File: src/rtl/vend_pkg.sv
// Shared types and constants for the vending dispense-motor arbiter.
package vend_pkg;

  // Width of the per-station product code.
  localparam int PROD_W = 2;

  // Status LED codes.
  localparam logic [2:0] LED_IDLE     = 3'b001;
  localparam logic [2:0] LED_DISPENSE = 3'b010;
  localparam logic [2:0] LED_FAULT    = 3'b100;

  // Dispense sequencer states.
  typedef enum logic [2:0] {
    ST_IDLE,
    ST_GRANT,
    ST_RUN,
    ST_WAIT_SENSE,
    ST_DONE,
    ST_FAULT
  } state_t;

endpackage

File: src/rtl/vend_rr_arbiter.sv
// Combinational round-robin picker: the first pending station strictly after
// last_grant, wrapping around, wins.
module vend_rr_arbiter
  import vend_pkg::*;
#(
  parameter int N_REQ = 4,
  parameter int IDX_W = (N_REQ > 1) ? $clog2(N_REQ) : 1
) (
  input  logic [N_REQ-1:0] pending,
  input  logic [IDX_W-1:0] last_grant,
  output logic             grant_valid,
  output logic [IDX_W-1:0] grant_idx
);

  logic [IDX_W-1:0] cand;

  // Scan from the farthest offset down to the nearest so the nearest pending
  // station after last_grant is the last (winning) assignment.
  always_comb begin
    grant_valid = 1'b0;
    grant_idx   = '0;
    cand        = '0;
    for (int k = N_REQ; k >= 1; k--) begin
      cand = IDX_W'((int'(last_grant) + k) % N_REQ);
      if (pending[cand]) begin
        grant_valid = 1'b1;
        grant_idx   = cand;
      end
    end
  end

endmodule

File: src/rtl/vend_motor_arbiter.sv
// Shares one dispense motor among N_REQ vending stations: queues requests,
// grants round-robin, runs the motor, waits for the chute sensor and flags
// a jam if the product never drops.
module vend_motor_arbiter
  import vend_pkg::*;
#(
  parameter int N_REQ      = 4,
  parameter int RUN_CYCLES = 8,
  parameter int TIMEOUT    = 32
) (
  input  logic                clk,
  input  logic                reset,
  input  logic [N_REQ-1:0]    req,
  input  logic [2*N_REQ-1:0]  req_product,
  input  logic                drop_sense,
  input  logic                clear_fault,
  output logic                motor,
  output logic [1:0]          motor_sel,
  output logic [PROD_W-1:0]   motor_product,
  output logic [N_REQ-1:0]    done,
  output logic                busy,
  output logic                fault,
  output logic [2:0]          LED
);

  localparam int IDX_W = (N_REQ > 1) ? $clog2(N_REQ) : 1;
  localparam int RUN_W = $clog2(RUN_CYCLES + 1);
  localparam int TO_W  = $clog2(TIMEOUT + 1);

  state_t              state_reg, state_next;
  logic [N_REQ-1:0]    pending_reg;
  logic [PROD_W-1:0]   product_reg [N_REQ];
  logic [IDX_W-1:0]    last_grant_reg;
  logic [RUN_W-1:0]    run_cnt_reg;
  logic [TO_W-1:0]     to_cnt_reg;
  logic                sensed_reg;
  logic                motor_reg;
  logic [1:0]          sel_reg;
  logic [PROD_W-1:0]   product_out_reg;
  logic [N_REQ-1:0]    done_reg;

  logic                grant_valid;
  logic [IDX_W-1:0]    grant_idx;
  logic                take_grant;
  logic                run_last;
  logic                to_last;

  vend_rr_arbiter #(
    .N_REQ (N_REQ),
    .IDX_W (IDX_W)
  ) u_rr (
    .pending     (pending_reg),
    .last_grant  (last_grant_reg),
    .grant_valid (grant_valid),
    .grant_idx   (grant_idx)
  );

  assign take_grant = (state_reg == ST_IDLE) && grant_valid;
  assign run_last   = (run_cnt_reg == RUN_W'(RUN_CYCLES - 1));
  assign to_last    = (to_cnt_reg == TO_W'(TIMEOUT - 1));

  // Per-station request queue: a station already waiting or being served
  // cannot queue a second dispense.
  for (genvar gi = 0; gi < N_REQ; gi++) begin : g_station
    logic in_service;
    assign in_service = (state_reg != ST_IDLE) && (sel_reg == 2'(gi));

    // Capture a new request with its product code; drop it when granted.
    always_ff @(posedge clk or negedge reset) begin
      if (!reset) begin
        pending_reg[gi] <= 1'b0;
        product_reg[gi] <= '0;
      end else if (req[gi] && !pending_reg[gi] && !in_service) begin
        pending_reg[gi] <= 1'b1;
        product_reg[gi] <= req_product[2*gi +: PROD_W];
      end else if (take_grant && (grant_idx == IDX_W'(gi))) begin
        pending_reg[gi] <= 1'b0;
      end
    end
  end

  // State register.
  always_ff @(posedge clk or negedge reset) begin
    if (!reset) state_reg <= ST_IDLE;
    else        state_reg <= state_next;
  end

  // Next-state logic for the dispense sequence.
  always_comb begin
    state_next = state_reg;
    case (state_reg)
      ST_IDLE:       if (grant_valid) state_next = ST_GRANT;
      ST_GRANT:      state_next = ST_RUN;
      ST_RUN:        if (run_last)
                       state_next = (sensed_reg || drop_sense) ? ST_DONE : ST_WAIT_SENSE;
      ST_WAIT_SENSE: if (drop_sense)   state_next = ST_DONE;
                     else if (to_last) state_next = ST_FAULT;
      ST_DONE:       state_next = ST_IDLE;
      ST_FAULT:      if (clear_fault) state_next = ST_IDLE;
      default:       state_next = ST_IDLE;
    endcase
  end

  // Run/timeout counters and the in-run sensor latch; each holds at its
  // terminal value instead of wrapping.
  always_ff @(posedge clk or negedge reset) begin
    if (!reset) begin
      run_cnt_reg <= '0;
      to_cnt_reg  <= '0;
      sensed_reg  <= 1'b0;
    end else begin
      run_cnt_reg <= (state_reg == ST_RUN) ?
                     (run_last ? run_cnt_reg : run_cnt_reg + 1'b1) : '0;
      to_cnt_reg  <= (state_reg == ST_WAIT_SENSE) ?
                     (to_last ? to_cnt_reg : to_cnt_reg + 1'b1) : '0;
      sensed_reg  <= (state_reg == ST_RUN) ? (sensed_reg | drop_sense) : 1'b0;
    end
  end

  // Grant bookkeeping and registered motor/done outputs (one cycle behind state).
  always_ff @(posedge clk or negedge reset) begin
    if (!reset) begin
      last_grant_reg  <= IDX_W'(N_REQ - 1);
      sel_reg         <= '0;
      product_out_reg <= '0;
      motor_reg       <= 1'b0;
      done_reg        <= '0;
    end else begin
      if (take_grant) begin
        sel_reg         <= 2'(grant_idx);
        product_out_reg <= product_reg[grant_idx];
      end
      if ((state_reg == ST_DONE) || ((state_reg == ST_FAULT) && clear_fault))
        last_grant_reg <= IDX_W'(sel_reg);
      motor_reg <= (state_reg == ST_RUN);
      done_reg  <= (state_reg == ST_DONE) ? (N_REQ'(1) << sel_reg) : '0;
    end
  end

  // Status LED decoded from the current state.
  always_comb begin
    LED = LED_DISPENSE;
    case (state_reg)
      ST_IDLE:  LED = LED_IDLE;
      ST_FAULT: LED = LED_FAULT;
      default:  LED = LED_DISPENSE;
    endcase
  end

  assign motor         = motor_reg;
  assign motor_sel     = sel_reg;
  assign motor_product = product_out_reg;
  assign done          = done_reg;
  assign busy          = (state_reg != ST_IDLE);
  assign fault         = (state_reg == ST_FAULT);

endmodule

File: config.mk
export PLATFORM = sky130hd
export DESIGN_NAME = vend_motor_arbiter
export DESIGN_NICKNAME = d
export VERILOG_FILES = /design/src/rtl/vend_pkg.sv /design/src/rtl/vend_rr_arbiter.sv /design/src/rtl/vend_motor_arbiter.sv
export SDC_FILE = /design/constraint.sdc
export NUM_CORES = 1
export LEC_CHECK = 0
export CORE_MARGIN = 8
export CORE_UTILIZATION = 52
export DETAILED_ROUTE_END_ITERATION = 10
export PLACE_DENSITY = 0.78
export SKIP_LAST_GASP = 1
export SLEW_MARGIN = 20
export SYNTH_ARGS = -nofsm -noshare
export SYNTH_HDL_FRONTEND = slang
export SYNTH_HIERARCHICAL = 1
export SYNTH_SLANG_ARGS = --single-unit
File: constraint.sdc
create_clock -name clk -period 2.4 [get_ports clk]
set_clock_uncertainty 0.05 [all_clocks]
set_input_delay 0.24 -clock clk [delete_from_list [all_inputs] [get_ports clk]]
set_output_delay 0.24 -clock clk [all_outputs]
set_load 0.05 [all_outputs]
# == Word level (Yosys, flattened, before mapping) ==
# Cells that the tools add are included.
# classes
add_sub_neg,6
magnitude_cmp,5
eq_ne,19
shifts,1
n_mux,41
n_bitwise,2
reduce_logical,37
# op_table
operator,n
logical AND 1 bit,18
two-way mux 3 bit,6
two-way mux 1 bit,17
case mux 3 bit (5 select lines),1
"< comparator 2 x 3 -> 1 bit, second input constant",4
two-way mux 2 bit,6
two-way mux 4 bit,3
two-way mux 6 bit,2
"inequality test 2 bit, second input constant",5
binary-select mux 1 bit (select 2 bit),4
"== test 2 bit, second input constant",4
zero test 1 bit,8
nonzero test 2 bit,4
"adder 6 x 1 -> 6 bit, second input constant",1
"== test 3 x 2 -> 1 bit, second input constant",2
"== test 3 bit, second input constant",2
"== test 6 x 5 -> 1 bit, second input constant",1
case mux 3 bit (2 select lines),1
"adder 2 x 1 -> 2 bit, second input constant",2
"adder 2 bit, second input constant",2
"adder 4 x 1 -> 4 bit, second input constant",1
binary-select mux 2 bit (select 2 bit),1
"== test 2 x 1 -> 1 bit, second input constant",2
"== test 4 x 3 -> 1 bit, second input constant",1
other kinds (11),13
# totals
ff_bits,37
in_bits,16

# == Longest topological paths before layout ==
# Gate-level depths: netlist of run 1.
# depth
ltp_word,11
ltp_mapped,6
ltp_nobuf,6

# == Cells and area by module ==
# The synthesis of run 1 kept the hierarchy.
# modules_own_cells
mod,instances,cells_each,area_per_inst_um2,seq_area_each_um2
vend_motor_arbiter,1,154,1710.4,928.4
vend_rr_arbiter,1,14,91.3,0.0

# == Least setup slack after synthesis of run 1 ==
# Ideal clock, no wire load.
# synth_path
path_type,reg-to-reg
start,register last_grant_reg[1]
end,register product_out_reg[0] (netlist: motor_product[0])
arrival_time_ns,1.813
path_slack_ns,0.412
path_stages_with_launch,6
n_path_buf,0
path_cell_list,dfstp_2 -> nand2b_1 -> a21oi_2 -> o221ai_2 -> mux4_2 -> mux2_2
# synth_between
elab_chain_len,11
word_cells_on_any_way,25
cone_classes,4 x add/sub; 19 x mux; 1 x bitwise; 1 x reduce/logical
# synth_rtl
element,line,text
from (decl),vend_motor_arbiter.sv:33,logic [IDX_W-1:0] last_grant_reg;
from (signal assigned),vend_motor_arbiter.sv:123,last_grant_reg <= IDX_W'(N_REQ - 1);
from (signal assigned),vend_motor_arbiter.sv:134,last_grant_reg <= IDX_W'(sel_reg);
adder 2 x 1 -> 2 bit,vend_rr_arbiter.sv:24,cand = IDX_W'((int'(last_grant) + k) % N_REQ);
binary-select mux 1 bit (select 2 bit),vend_rr_arbiter.sv:25,if (pending[cand]) begin
two-way mux 1 bit (not written as such),vend_rr_arbiter.sv:25,
two-way mux 2 bit (3 in a row),vend_rr_arbiter.sv:25,
two-way mux 2 bit *,vend_rr_arbiter.sv:25,
via grant_idx[0],vend_motor_arbiter.sv:43,logic [IDX_W-1:0] grant_idx;
NOT 2 -> 3 bit (not written as such) *,vend_motor_arbiter.sv:131,product_out_reg <= product_reg[grant_idx];
binary-select mux 2 bit (select 2 bit) *,vend_motor_arbiter.sv:131,
two-way mux 2 bit (not written as such) * (2 in a row),vend_motor_arbiter.sv:131,
to (signal assigned),vend_motor_arbiter.sv:131,
to (decl),vend_motor_arbiter.sv:39,logic [PROD_W-1:0] product_out_reg;
# Mark *: on every way through the listed nets, which the timed path passes. The rest lies on a longest branch. The select of a mux whose other input is x is not followed.
# A chain may end at the register's enable or synchronous reset.

# == Final worst setup path of run 1 ==
# layout_path
start,register state_reg[2]
end,output busy
# layout_between
elab_chain_len,1
# layout_rtl
element,line,text
from (decl),vend_motor_arbiter.sv:30,"state_t state_reg, state_next;"
from (signal assigned),vend_motor_arbiter.sv:85,else state_reg <= state_next;
nonzero test 3 bit,vend_motor_arbiter.sv:154,assign busy = (state_reg != ST_IDLE);
to (decl),vend_motor_arbiter.sv:21,"output logic busy,"
# No other way between the ends.

==> results of run 1 <==
logic make-up after synthesis:
group           Yosys count  share of synthesized area [%]
flops                    37                           51.5
buf+inv                  12                           3.54
simple gates             65                           19.7
xor+xnor                  4                           1.94
mux                      14                           9.86
fa+ha+maj                 2                           1.39
compound gates           34                           12.1
worst max-delay path, stage by stage, from the launching register on:
cell and delay, ps:
dfrtp_1 510, nor3_4 360, inv_1 80, clkdlybuf4s50_1 710
path summary, 6_finish.rpt:
path	from	to	slack [ps]
setup reg to reg	last_grant_reg[1]	motor_product[1]	250
hold reg to reg	sensed_reg	sensed_reg	460
min in group clk	req_product[7]	product_reg[1]	450
hold / removal	reset	done[3]	270
max in group asynchronous	reset	last_grant_reg[1]	1690
setup / recovery	state_reg[2]	busy	130
cell usage after synthesis (all sizes together):
master and instances:
a211o 1, a211oi 1, a21o 2, a21oi 8, a31oi 3, and2 1
and2b 2, and3 2, and3b 2, buf 3, clkbuf 1, dfrtp 35
dfstp 2, ha 2, inv 8, mux2 10, mux2i 2, mux4 2
nand2 16, nand2b 4, nand3 6, nand3b 1, nor2 18, nor2b 5
nor3 3, nor3b 1, nor4b 1, o211ai 1, o21ai 11, o221ai 2
o22ai 1, o311ai 1, o31ai 3, or3 1, or3b 2, xnor2 3
xor2 1
metal layers:
metal / up-vias / routed length, µm / track usage, %
met5: - / 0 / 0
li1: 660 / - / -
met1: 699 / 1550 / 17.7
met4: 0 / 97 / 7.61
met2: 35 / 1970 / 25.3
met3: 12 / 234 / 5.33
final cells by class:
type                    instances  area [µm²]  share of cell area [%]
inverters                       8        30.0                    1.36
repair buffers                 32         303                    13.7
clock inverters                 1        30.0                    1.36
well taps                      46        57.6                    2.60
clock buffers                   7        55.1                    2.49
multi-input cells             119         810                    36.6
flip-flops and latches         37         928                    41.9
stage by stage:
step | instances | util (%)
after floorplan | 168 | -
after global placement | 242 | 63.8
after detailed placement | 242 | 63.8
after CTS | 250 | 66.3
after global routing | 250 | 66.3
final | 250 | 66.3
report_power, final:
part | internal [mW] | switching, mW
logic | 0.590 | 0.776
clock network | 0.249 | 0.200
registers | 0.852 | 0.234
==> metrics.txt, run 1 <==
dpl cell area=0.00213 mm²; Setup TNS=0 ps; Setup WS post-layout=133 ps; DRC Markers=0; vias in the first global route=1,430; synthesized area=0.00180 mm²; maximum VDD drop=0.577 mV; Tot GR Track Use=15.5%; CTS root buffer=clkbuf_4; # Post-CTS Setup Buffers=0; CP Capture Type=output pin; Slew Limit Fails=0; DPL Wire Length=2880 µm; Largest register FFs=8; maximum capacitance violations=0; slew margin rel.=62.0%; Power, Total=2.90 mW; 1st-iter DRT viols=109; critical path fanouts, max=8; Post-Syn Instances=168; Yosys top cell area share=48.6%; # nets final=221; sequential element share of the synthesized area=51.5%; Synth area leaders=dfrtp_1 (49%), mux2_2 (6.3%), nor2_1 (3.8%), nand2_1 (3.3%), o21ai_0 (3.1%); Fin Hold WS=265 ps; wire length of the first global-routing pass=6600 µm; fmax=441 MHz; Leak Pwr=0.970 nW; I/O pin count=30; final wirelength=3850 µm; clk_lat worst skew=340 ps; Worst Setup Path Type=reg2out; largest net degree at the start of global routing=38; n_diodes=0; H-tree Lvls=2; # setup viols final=0; Final Instance Area=0.00221 mm²; Initial DRT Pass Iterations=4; yosys warns=6; fillcell total=276; CTS tree=built; r2r worst-path depth=5; share of cells above drive strength 1=16.2%; core area=0.00334 mm²; count of final hold-check violations=0; Placement Setup Slack=248 ps; number of synthesized register bits=37; min cycle time layout=2270 ps; unrepaired setup endpoints after global routing=no; clock buffer count from CTS=5; initial cell density of the core=54.0%; worst hold path class=in2async; die area=0.00560 mm²; # clock sinks=37; total number of vias=1,406; routability congestion estimate=0.814; Remaining Overflow, GRT=0; P per Cell Area=1310 mW/mm²; Netlist cell types=42; outcome=finished, final reports clean; cell accounting for the most synthesized area=dfrtp_1; post_cts resized=0; syn nets=186; clk slew on worst S/H paths=110 ps; initial antenna violation count=0; commonest non-fill, non-tap cell in the layout=dfrtp_1; Critical Path Start Type=flop; Crit path required time=2110 ps; commonest non-fill, non-tap cells in the layout=dfrtp_1 (35), clkdlybuf4s50_1 (25), nor2_1 (18); actual slew at the worst max-slew pin=562 ps; area grow syn2layout=22.8%; Post-CTS Hold Buffers=0; WP data arrival=1980 ps; Die Y=74.9 µm; Via density=5.62; FP Rows=21; drt wl/cell=15.4 µm; ratio of final minimum period to clock period=94.5%; CTS Buffer Depth=2; port buffer count=29; Detail Route Antenna Nets=0; post-synthesis average cell area=10.7 µm²; Chip Width=74.9 µm
Power figures use the tool's default switching activity.
==> inputs of run 2 (changes only) <==
- REMOVE_ABC_BUFFERS: default -> 1
- TNS_END_PERCENT: default -> 100
==> run 2 against run 1 <==
Net effect: design area shrank 1.2%; first-iteration DRC count down 10%; core utilization shrank 0.79 points; critical path depth up 2; register-to-register slack is essentially flat; die area did not move.
==> metrics.txt, run 2 (synthesized netlist as in run 1, its figures left out) <==
actual slew at the worst max-slew pin=525 ps (-36.7 ps); count of final hold-check violations=0 (unchanged); fmax=466 MHz (+5.8%); commonest non-fill, non-tap cell in the layout=dfrtp_1; H-tree Lvls=2 (unchanged); Comb pwr share=49.5% (+2.4 points); DRC Markers=0 (unchanged); WP data arrival=2320 ps (+340 ps); clk_lat worst skew=330 ps (about the same); outcome=finished, final reports clean; initial antenna violation count=0 (unchanged); slew margin rel.=64.5% (+2.5 points); fillcell total=260 (-5.8%); Tot GR Track Use=14.4% (-1.2 points); wire length of the first global-routing pass=6160 µm (-6.6%); Placement Setup Slack=269 ps (+20.9 ps); Critical Path Start Type=flop; Largest register FFs=8 (unchanged); # setup viols final=0 (unchanged); area grow syn2layout=21.4%; # clock sinks=37 (unchanged); routability congestion estimate=0.883 (+8.5%); Setup WS post-layout=256 ps (+123 ps); worst hold path class=in2async; total number of vias=1,378 (-2.0%); register share of total power=39.0% (+1.6 points); RR Endpoint=motor_product[0]; CTS Buffer Depth=2 (unchanged); Setup TNS=0 ps (unchanged); P per Cell Area=1260 mW/mm² (-3.5%); min cycle time layout=2140 ps (-123 ps); maximum capacitance violations=0 (unchanged); Power, Total=2.77 mW (-4.7%); unrepaired setup endpoints after global routing=no; clock buffer count from CTS=5 (unchanged); crit path to=motor_product[0]; Leak Pwr=0.962 nW (-0.91%); n_diodes=0 (unchanged); Via density=5.51 (-2.0%); final wirelength=3720 µm (-3.5%); CTS root buffer=clkbuf_4; largest net degree at the start of global routing=38 (unchanged); r2r worst-path depth=5 (unchanged); post-placement cell count=242 (unchanged); CP Capture Type=flop; drt wl/cell=14.9 µm (-3.5%); Crit path required time=2580 ps (+470 ps); switching share of power=44.0% (+2.3 points); initial cell density of the core=54.0% (unchanged); clk slew on worst S/H paths=110 ps (about the same); ratio of final minimum period to clock period=89.3% (-5.1 points); Pint=1.55 mW (-8.4%); Slew Limit Fails=0 (unchanged); maximum VDD drop=0.707 mV (+23%); DPL Wire Length=2790 µm (-3.3%); Initial DRT Pass Iterations=5 (+1); critical path fanouts, max=7 (-1); port buffer count=29 (unchanged); Fin Hold WS=269 ps (+3.26 ps); commonest non-fill, non-tap cells in the layout=dfrtp_1 (35), clkdlybuf4s50_1 (24), nor2_1 (18); FP Rows=21 (unchanged); Critical R2R Launch=last_grant_reg[1]; Clk network pwr share=11.4% (-4.1 points); Die Y=74.9 µm (unchanged); Detail Route Antenna Nets=0 (unchanged); reg2reg setup slack=260 ps (about the same); Switching Power=1.22 mW (+0.60%); die area=0.00560 mm² (unchanged); core area=0.00334 mm² (unchanged); vias in the first global route=1,313 (-8.2%); 1st-iter DRT viols=98 (-10%); share of cells above drive strength 1=16.2% (unchanged); critical path startpoint=last_grant_reg[1]; Post-CTS Hold Buffers=0 (unchanged); Remaining Overflow, GRT=0 (unchanged); Worst Setup Path Type=reg2reg; CTS tree=built; I/O pin count=30 (unchanged); Chip Width=74.9 µm (unchanged); Cell Count, Final, Fillers Out=250 (unchanged); # nets final=221 (unchanged)
## run 2: worst min path at each step
stage / start / endpoint / slack [ps]
after CTS: reset / product_reg[1] / 280
final: reset / done[1] / 270
after floorplan: reset / done[0] / -110
after global placement: product_reg[4] / product_reg[4] / 440
after detailed placement: sensed_reg / sensed_reg / 450
after global routing: reset / done[3] / 300
## run 2: layout make-up
class	instances	area [µm²]	area share, %
multi-input combinational	119	810	37.0
sequential	37	928	42.4
clock buffer	5	37.5	1.72
timing repair buffer	32	307	14.0
clock inverter	3	17.5	0.801
inverter	8	30.0	1.37
tap	46	57.6	2.63
## run 2: power by group through the flow
stage / clock network (mW) / logic (mW) / registers (mW)
6_report: 0.316 / 1.37 / 1.08
3_3_place_gp: 0 / 1.33 / 1.07
2_1_floorplan: 0 / 0.833 / 1.21
3_5_place_dp: 0 / 1.38 / 1.09
4_1_cts: 0.328 / 1.38 / 1.08
5_1_grt: 0.350 / 1.48 / 1.12
## run 2: per-stage QoR
step / area, µm² / utilization (%)
detailed placement: 2130 / 63.9
global route: 2190 / 65.5
global placement: 2130 / 63.9
floorplan: 1770 / -
finish: 2190 / 65.5
CTS: 2180 / 65.5
## run 2: what timing repair did
item,4_1_cts,5_1_grt
buffers inserted,0,0
resized for setup,1,1
endpoints found under the setup margin,1,1
## run 2: metal layers
metal | share of wire, % | GRT usage [%]
met5 | 0 | 0
met3 | 8.7 | 4.53
met4 | 1.1 | 5.87
met2 | 48 | 22.1
met1 | 42 | 18.2
## run 2: worst max-delay path, stage by stage (launching register included)
cell and delay, ps:
dfstp_2 600, nand2b_1 140, a21oi_2 70, o221ai_2 350, mux4_2 550, mux2_2 280
==> inputs of run 3 (changes only) <==
- ABC_AREA: default -> 1
- CORE_UTILIZATION: 52 -> 54
- HOLD_SLACK_MARGIN: default -> 0.03
- PLACE_DENSITY: 0.78 -> 0.8
==> run 3 against run 2 <==
Net effect: fmax down 5.6%; synthesized cell count up 52%; critical path depth down 1.
==> metrics.txt, run 3 <==
Setup TNS=0 ps (unchanged); P per Cell Area=1420 mW/mm² (+12%); critical path cell sequence=nor2_2, nand2_4, inv_2, clkdlybuf4s50_1; wl on met1=1940 µm (+24%); initial cell density of the core=55.6% (+1.6 points); Critical Path Start Type=flop; commonest non-fill, non-tap cell in the layout=nand2_1; slew margin rel.=64.2% (-0.28 points); DPL Wire Length=3230 µm (+16%); drt wl/cell=12.8 µm (-14%); Power, Total=3.47 mW (+26%); yosys warns=6 (unchanged); slowest CP cell=clkdlybuf4s50_1; Yosys top cell area share=43.4% (-5.2 points); CTS root buffer=clkbuf_8; crit path buf inv count=2 (+2); share of cells above drive strength 1=14.5% (-1.7 points); initial antenna violation count=0 (unchanged); ratio of final minimum period to clock period=94.6% (+5.3 points); Die Y=77.2 µm (+3.1%); n_diodes=0 (unchanged); CTS tree=built; Crit path required time=2110 ps (-470 ps); area grow syn2layout=21.1%; post-synthesis average cell area=7.89 µm² (-26%); Netlist cell types=32 (-24%); most frequent cell after synthesis=nand2_1; DRC Markers=0 (unchanged); Worst Setup Path Type=reg2out; fillcell total=325 (+25%); H-tree Lvls=2 (unchanged); Post-synth top cells=nand2_1 (64), dfrtp_1 (35), inv_1 (33); clk slew on worst S/H paths=70 ps (-40 ps); Async SR Flop Fraction=100% (unchanged); wire length of the first global-routing pass=7890 µm (+28%); count of final hold-check violations=0 (unchanged); WP data arrival=1980 ps (-340 ps); worst hold path class=in2async; Via density=5.12 (-7.1%); # Post-CTS Setup Buffers=0 (unchanged); I/O pin count=30 (unchanged); commonest non-fill, non-tap cells in the layout=nand2_1 (64), dfrtp_1 (35), inv_1 (33); # setup viols final=0 (unchanged); CTS Buffer Depth=2 (unchanged); cell accounting for the most synthesized area=dfrtp_1; CP top delay family=buffers and inverters; Layout Utilization=67.3% (+1.7 points); outcome=finished, final reports clean; # clock sinks=37 (unchanged); Synth area leaders=dfrtp_1 (43%), nand2_1 (12%), nand3_1 (6.2%), inv_1 (6.1%), nor2_1 (3.3%); critical path fanouts, max=10 (+3); sequential element share of the synthesized area=46.0% (-5.6 points); FP Rows=22 (+4.8%); die area=0.00595 mm² (+6.2%); CP Capture Type=output pin; number of synthesized register bits=37 (unchanged); unrepaired setup endpoints after global routing=no; fmax=440 MHz (-5.6%); Initial DRT Pass Iterations=4 (-1); Largest register FFs=8 (unchanged); Tot GR Track Use=15.9% (+1.5 points); routability congestion estimate=0.903 (+2.2%); 1st-iter DRT viols=133 (+36%); Reg area=928 µm² (unchanged); met3 wire length=151 µm (-53%); Leak Pwr=1.26 nW (+31%); largest net degree at the start of global routing=38 (unchanged); core area=0.00363 mm² (+8.9%); # nets final=308 (+39%); vias in the first global route=1,768 (+35%); critical path startpoint=state_reg[0]; EDFF count, synth=0 (unchanged); port buffer count=29 (unchanged); Critical R2R Launch=last_grant_reg[0]; maximum capacitance violations=0 (unchanged); Slew Limit Fails=0 (unchanged); Chip Width=77.2 µm (+3.1%); WL met2=2140 µm (+20%); Worst path max stage delay=800 ps (+200 ps); maximum VDD drop=0.736 mV (+4.1%); clock buffer count from CTS=5 (unchanged); Detail Route Antenna Nets=0 (unchanged); synthesized area=0.00202 mm² (+12%); uppermost layer routed=met4; actual slew at the worst max-slew pin=537 ps (+11.7 ps); Remaining Overflow, GRT=0 (unchanged); Post-synth top flop=dfrtp_1; Post-Syn Instances=256 (+52%); multi-input logic area=915 µm² (+13%); total number of vias=1,730 (+26%); clk_lat worst skew=290 ps (-40 ps); min cycle time layout=2270 ps (+127 ps); final wirelength=4330 µm (+16%)
## run 3: cell count changes after synthesis, sizes merged, moves of 5 or more
cell	change
nor2b	-5
o21ai	+10
nand2	+58
nor2	+7
mux2	-10
nand3	+22
inv	+30
## run 3: power breakdown
group	internal, mW	switching (mW)	leakage [nW]
logic	0.662	1.32	0.744
clock network	0.228	0.212	0.0443
registers	0.840	0.214	0.475
## run 3: repair_timing
action / in CTS / in global routing
setup endpoints to repair: 0 / 1
resized for setup: 0 / 1
hold buffers: 0 / 0
## run 3: per-stage QoR
step                      worst slack, ps  instances  cell area (µm²)  hold slack [ps]
after floorplan                       292        252             1990             -106
after global placement                450        331             2360              422
after detailed placement              366        331             2360              430
after CTS                            47.3        338             2440              328
after global routing                 37.8        338             2440              344
final                                 129        338             2440              312
## run 3: layer usage
metal	track usage [%]	vias up
met5	0	-
met3	4.66	10
met1	18.5	809
met4	7.36	0
li1	-	880
met2	26.3	31
## run 3: cell type report
cell class	instances	area share, %
clock buffer	7	3.53
inverter	38	6.04
timing repair buffer	31	12.6
multi-input combinational	177	37.4
tap	48	2.46
sequential	37	38.0
## run 3: final timing paths
path | to | depth (start not counted) | slack [ps]
max reg2reg | motor_product[1] | 13 | 330
min in group clk | product_reg[5] | 3 | 440
min | run_cnt_reg[3] | 2 | 310
max in group asynchronous | last_grant_reg[1] | 2 | 1630
min reg2reg | to_cnt_reg[4] | 1 | 450
max | LED[0] | 4 | 130
## run 3: cell families (layout without fill, tap and decap cells)
logic type | count (synthesis) | count (layout) | share of synthesized area [%]
DFF | 37 | 37 | 46.0
adders and majority gates | 2 | 2 | 1.24
buffers and inverters | 42 | 76 | 8.74
and+or+nand+nor | 142 | 142 | 34.4
AOI/OAI and AO/OA | 30 | 30 | 8.30
xor gates and xnor gates | 3 | 3 | 1.30
